[src/rtl/accum_feeder.sv]
// accum_feeder
//   Operand queue in front of the accumulator. Buffers 5-bit operation words
//   {sub, operand[3:0]} from a valid/ready producer and issues at most one word
//   per clock onto the accumulator A input. When nothing is issued, A carries
//   the no-op word (add 0) so the accumulator keeps its value.
//
// Parameters
//   DEPTH   queue entries (power of two, >= 2)
//   PTRW    pointer width, log2(DEPTH)
//
// Ports
//   Clk      in   system clock, rising edge
//   Reset    in   asynchronous active-high reset
//   InData   in   [4:0] operation word (bit 4 = subtract, bits 3:0 = operand)
//   InValid  in   producer offers InData
//   InReady  out  queue can accept a word (Level != DEPTH)
//   Hold     in   pause issue; pushes still accepted
//   Flush    in   synchronous discard of all queued words, clears Drop
//   A        out  [4:0] registered word to the accumulator
//   AValid   out  registered; 1 when A carries a queued word
//   Level    out  [PTRW:0] occupancy, 0..DEPTH
//   Drop     out  sticky overflow flag, cleared by Flush or Reset
module accum_feeder #(
   parameter int DEPTH = 4,
   parameter int PTRW  = 2
) (
   input  logic            Clk,
   input  logic            Reset,
   input  logic [4:0]      InData,
   input  logic            InValid,
   output logic            InReady,
   input  logic            Hold,
   input  logic            Flush,
   output logic [4:0]      A,
   output logic            AValid,
   output logic [PTRW:0]   Level,
   output logic            Drop
);

   localparam logic [PTRW:0] FULL_LVL = (PTRW+1)'(DEPTH);
   localparam logic [4:0]    NOP_WORD = 5'b00000;

   logic [4:0]      mem [DEPTH];
   logic [PTRW-1:0] wr_ptr;
   logic [PTRW-1:0] rd_ptr;
   logic            push;
   logic            pop;
   logic            overflow;

   // Readiness looks only at the registered level, so a full queue refuses a
   // push even when a pop happens on the same edge.
   assign InReady  = (Level != FULL_LVL);
   assign push     = InValid & InReady & ~Flush;
   assign pop      = (Level != '0) & ~Hold & ~Flush;
   assign overflow = InValid & ~InReady & ~Flush;

   // Storage is data only and carries no reset.
   always_ff @(posedge Clk) begin
      if (push) begin
         mem[wr_ptr] <= InData;
      end
   end

   // Control state and the issue register. Pointers wrap naturally because
   // DEPTH is a power of two. The issue read uses rd_ptr before any write of
   // this edge lands, and a push into an empty queue cannot pop on the same
   // edge because pop requires a nonzero registered Level.
   always_ff @(posedge Clk or posedge Reset) begin
      if (Reset) begin
         wr_ptr <= '0;
         rd_ptr <= '0;
         Level  <= '0;
         Drop   <= 1'b0;
         A      <= NOP_WORD;
         AValid <= 1'b0;
      end else if (Flush) begin
         wr_ptr <= '0;
         rd_ptr <= '0;
         Level  <= '0;
         Drop   <= 1'b0;
         A      <= NOP_WORD;
         AValid <= 1'b0;
      end else begin
         if (push) begin
            wr_ptr <= wr_ptr + 1'b1;
         end
         if (pop) begin
            rd_ptr <= rd_ptr + 1'b1;
            A      <= mem[rd_ptr];
            AValid <= 1'b1;
         end else begin
            A      <= NOP_WORD;
            AValid <= 1'b0;
         end
         if (push && !pop) begin
            Level <= Level + 1'b1;
         end else if (pop && !push) begin
            Level <= Level - 1'b1;
         end
         if (overflow) begin
            Drop <= 1'b1;
         end
      end
   end

endmodule

[config.mk]
export PLATFORM = sky130hd
export DESIGN_NAME = accum_feeder
export DESIGN_NICKNAME = d
export VERILOG_FILES = /design/src/rtl/accum_feeder.sv
export SDC_FILE = /design/constraint.sdc
export NUM_CORES = 1
export LEC_CHECK = 0
export CORE_MARGIN = 2
export CORE_UTILIZATION = 43
export DETAILED_ROUTE_END_ITERATION = 7
export PLACE_DENSITY_LB_ADDON = 0.3
export SLEW_MARGIN = 20
export SYNTH_ARGS = -nofsm -noshare
export SYNTH_HDL_FRONTEND = slang
export SYNTH_SLANG_ARGS = --single-unit
[constraint.sdc]
create_clock -name Clk -period 2.5 [get_ports Clk]
set_input_delay 0.375 -clock Clk [delete_from_list [all_inputs] [get_ports Clk]]
set_output_delay 0.375 -clock Clk [all_outputs]
set_load 0.05 [all_outputs]
Word level (Yosys, flattened, before mapping)
Memory sizes are Yosys's and may differ from the RTL's.
Index checks and enable logic that the tools add are counted.
{"block": "totals", "regBits": 14, "mem_bits_rw": 20, "inputBits": 10, "output_inout_bits": 11, "elab_cells": 45, "memories": 1}
{"memory": "mem", "depth": 4, "width": 5, "read_ports": 1, "rd_ports_with_merged_regs": 0, "wr": 1, "line": "43", "text": "logic [4:0] mem [DEPTH];"}
{"block": "classes", "n_addsub": 4, "n_eq_ne": 1, "muxes": 15, "bitwise": 9, "n_reduce_logical": 9}
{"cell": "$mux 5", "n": 2}
{"cell": "$mux 3", "n": 3}
{"cell": "$mux 2", "n": 4}
{"cell": "$and 1x1->1", "n": 6}
{"cell": "$mux 1", "n": 6}
{"cell": "$reduce_bool 2->1", "n": 3}
{"cell": "$reduce_bool 3->1", "n": 2}
{"cell": "$add 2x1->2 const B", "n": 2}
{"cell": "$add 3x1->3 const B", "n": 1}
{"cell": "$ne 3x3->1 const B", "n": 1}
{"cell": "$not 1->1", "n": 3}
{"cell": "$sub 3x1->3 const B", "n": 1}
{"cell": "$logic_and 1x1->1", "n": 2}
{"cell": "$logic_not 1->1", "n": 2}

Logic depth before layout (Yosys ltp)
{"block": "depth", "depth_word": 8, "mapped_depth": 8, "mapped_depth_nobuf": 7}

Least setup slack after synthesis
OpenSTA, ideal clock, no wires.
{"block": "synth_path", "path_kind": "register to register", "start": "register Level[2]", "end": "register Level[2]", "setup_time_ns": 0.122, "arrival_ns": 2.253, "path_slack_ns": 0.125, "path_stages_with_launch": 8, "n_path_buf": 0, "cell_sequence": "dfrtp_1 -> nor3b_2 -> nor3_2 -> o21a_1 -> fa_1 -> nand2b_1 -> o22ai_1 -> a2111oi_1"}
{"block": "synth_via", "elab_chain_len": 7, "word_cells_on_any_way": 16}
{"element": "start: declaration", "line": "36", "text": "output logic [PTRW:0] Level,"}
{"element": "start signal: assignment", "line": "96", "text": "Level <= Level + 1'b1;"}
{"element": "start signal: assignment", "line": "98", "text": "Level <= Level - 1'b1;"}
{"element": "branches (longest 7 deep; another with $sub 3x1->3)"}
Several ways; the timed one is not identified. The select of a mux whose other input is x is not followed.
A chain may end at the register's enable or synchronous reset.

Final worst setup path
Same ends and word-level chain as after synthesis.

==> metrics.txt <==
Tmin final 2.26 ns; Congestion Overflow GR 0; slowest cell on the critical path sky130_fd_sc_hd__dfrtp_1; Critical Path Source Type flop; setup repair after global routing missed its margin false; Seq cells post-synth 34; post-cts gate resize count 0; data required time of the critical path 2.72 ns; DR vias/cell 5.37; CTS tree yes; x dimension of the die 64.5 um; core box area 3420 um^2; maximum frequency from static timing analysis 443 MHz; maximum ir drop on the vdd rail 366 uV; Worst R2R Path Depth 7; class of the worst hold path in -> async; setup violators final 0; total clock buffers created by CTS 5; number of buffers inserted for hold repair after clock tree synthesis 0; sequential area share after synthesis 0.604; post-synth net total 126; areal power density over the cells 826 nW/um^2; clk buf depth 2; I/O Pins 21; Die H 64.5 um; CTS sink cnt 34; aggregate negative setup slack 0 ns; maximum fanout encountered on the critical timing path 9; wire length of the first global-routing pass 4650 um; pin count of the biggest net entering global routing 16; fraction of the cycle the final worst path needs 0.903; crit path launch Level[2]; Skew-Pair Late Insertion Delay 0.34 ns; Power Total 1.57 mW; cell area after synthesis 1580 um^2; residual DRC count 0; cell row count 21; layout cell share with drive strength beyond 1 0.216; Worst-Margin Slew 0.543 ns; # fillers 295; final hold slack 0.365 ns; Maximum Capacitance Violations 0; final core occ 0.556; number of antenna violations at the first check in global routing 0; vias in the first global route 985; path type of the worst setup path reg -> reg; endpoints failing hold 0; average wire per standard cell 15.3 um; arrival time at the worst endpoint 2.48 ns; DR iter-0 viols 38; floorplan die area 4160 um^2; Post-Synthesis Mean Instance Area 14.2 um^2; most used cells in the layout excluding fill and tap cells sky130_fd_sc_hd__edfxtp_1 (20), sky130_fd_sc_hd__clkdlybuf4s50_1 (19), sky130_fd_sc_hd__dfrtp_1 (14); Slowest Stage Delay on Critical Path 0.52 ns; vias after detailed routing 994; count of buffers added by post-CTS timing repair for setup 0; Post-Route WL 2840 um; Gate Count Post-Synth 111; Warnings, synthesis 0; startpoint of the lowest-slack register-to-register path Level[2]; DR pass1 iterations 4; kind of capture point of the worst setup path flop; area growth from synthesis to layout 20.7%; outcome completed; fin. max-slew vios 0; distinct cell type count of the synthesized netlist 41; maximum clock skew at final layout 0.00936 ns; standby leakage power 0.725 nW; most common cell after layout, fill and taps aside sky130_fd_sc_hd__edfxtp_1; slew margin rel. 0.638; clk slew on worst S/H paths 0.11 ns; Initial Utilization 0.461; Nets 153; cells along the critical path nor3b_4, nor3_2, o21a_1, fa_1, nand2b_1, o22ai_1, a2111oi_1; buffers added on ports 20; clock tree root buffer cell sky130_fd_sc_hd__clkbuf_4; overall routing resource usage 0.154; post-route ant nets 0; routability congestion estimate 0.751; number of antenna cells inserted 0; count of H-tree levels built during CTS 2; dpl hpwl 2070 um
## cell type report
type                            instances  area [um^2]  area share
Clock buffer                            6         51.3      0.0270
Clock inverter                          2         12.5     0.00658
Inverter                               11         41.3      0.0217
Multi-Input combinational cell         60          539       0.284
Sequential cell                        34          951       0.500
Tap cell                               46         57.6      0.0303
Timing Repair Buffer                   26          248       0.130
## routing by layer
layer | global-route usage | vias to the layer above | share of wire
met5 | 0 | - | 0
met4 | 0.0771 | 0 | 0.024
met3 | 0.0556 | 8 | 0.059
met2 | 0.242 | 32 | 0.49
met1 | 0.189 | 494 | 0.43
li1 | - | 460 | -
## where the power goes
group,switching [mW],total (mW),internal (mW)
registers,0.0541,0.702,0.648
clock network,0.186,0.321,0.135
logic,0.316,0.546,0.230
## worst paths after layout
path	end	slack, ns
min in group Clk	Drop	0.53
hold / removal	wr_ptr[1]	0.37
setup / recovery	Level[2]	0.24
max in group asynchronous	Level[1]	1.78
setup reg to reg	Level[2]	0.24
hold reg to reg	Drop	0.53
## cell families after synthesis
logic type,after synthesis,share of synthesized area
buffers and inverters,17,0.0580
flip-flops,34,0.604
AO/OA/AOI/OAI,22,0.0977
adder cells (fa/ha/maj),5,0.0445
AND/OR/NAND/NOR,27,0.119
XOR/XNOR,1,0.00556
multiplexers,5,0.0715
## Yosys cell counts, drive strengths merged
cell / instances / area share
a2111oi: 1 / 0.0064
a21o: 1 / 0.0048
a21oi: 8 / 0.025
a311oi: 1 / 0.0056
and2: 4 / 0.016
and2b: 1 / 0.0048
and3b: 1 / 0.0056
buf: 5 / 0.029
clkbuf: 1 / 0.0024
dfrtp: 14 / 0.22
edfxtp: 20 / 0.38
fa: 1 / 0.013
ha: 4 / 0.032
inv: 11 / 0.026
mux4: 5 / 0.071
nand2b: 2 / 0.0079
nand3: 2 / 0.0064
nand3b: 1 / 0.0048
nor2: 1 / 0.0024
nor2b: 6 / 0.024
nor3: 4 / 0.019
nor3b: 2 / 0.013
o211ai: 1 / 0.0079
o21a: 1 / 0.0048
o21ai: 3 / 0.0095
o21bai: 1 / 0.0048
o22ai: 1 / 0.0040
o311a: 1 / 0.0064
o311ai: 1 / 0.0056
o31ai: 2 / 0.013
or3: 2 / 0.011
or4: 1 / 0.0048
xnor2: 1 / 0.0056
## stage by stage
step,cells,setup slack (ns),area (um^2)
2_1_floorplan,111,0.125,1580
3_3_place_gp,177,0.324,1830
3_5_place_dp,177,0.192,1830
4_1_cts,185,0.0178,1890
5_1_grt,185,0.176,1900
6_report,185,0.243,1900
## flip-flops by register name, indices dropped and copies added, names as in the netlist
register / flops
mem: 20
A: 5
Level: 3
rd_ptr: 2
wr_ptr: 2
AValid: 1
Drop: 1
## worst max-delay path: cells and delay by family (launching register included)
family / cells / cell delay, ns
adders and majority gates: 1 / 0.42
and+or+nand+nor: 3 / 0.59
DFF: 1 / 0.52
AOI/OAI and AO/OA: 3 / 0.60
Power figures use the tool's default switching activity.
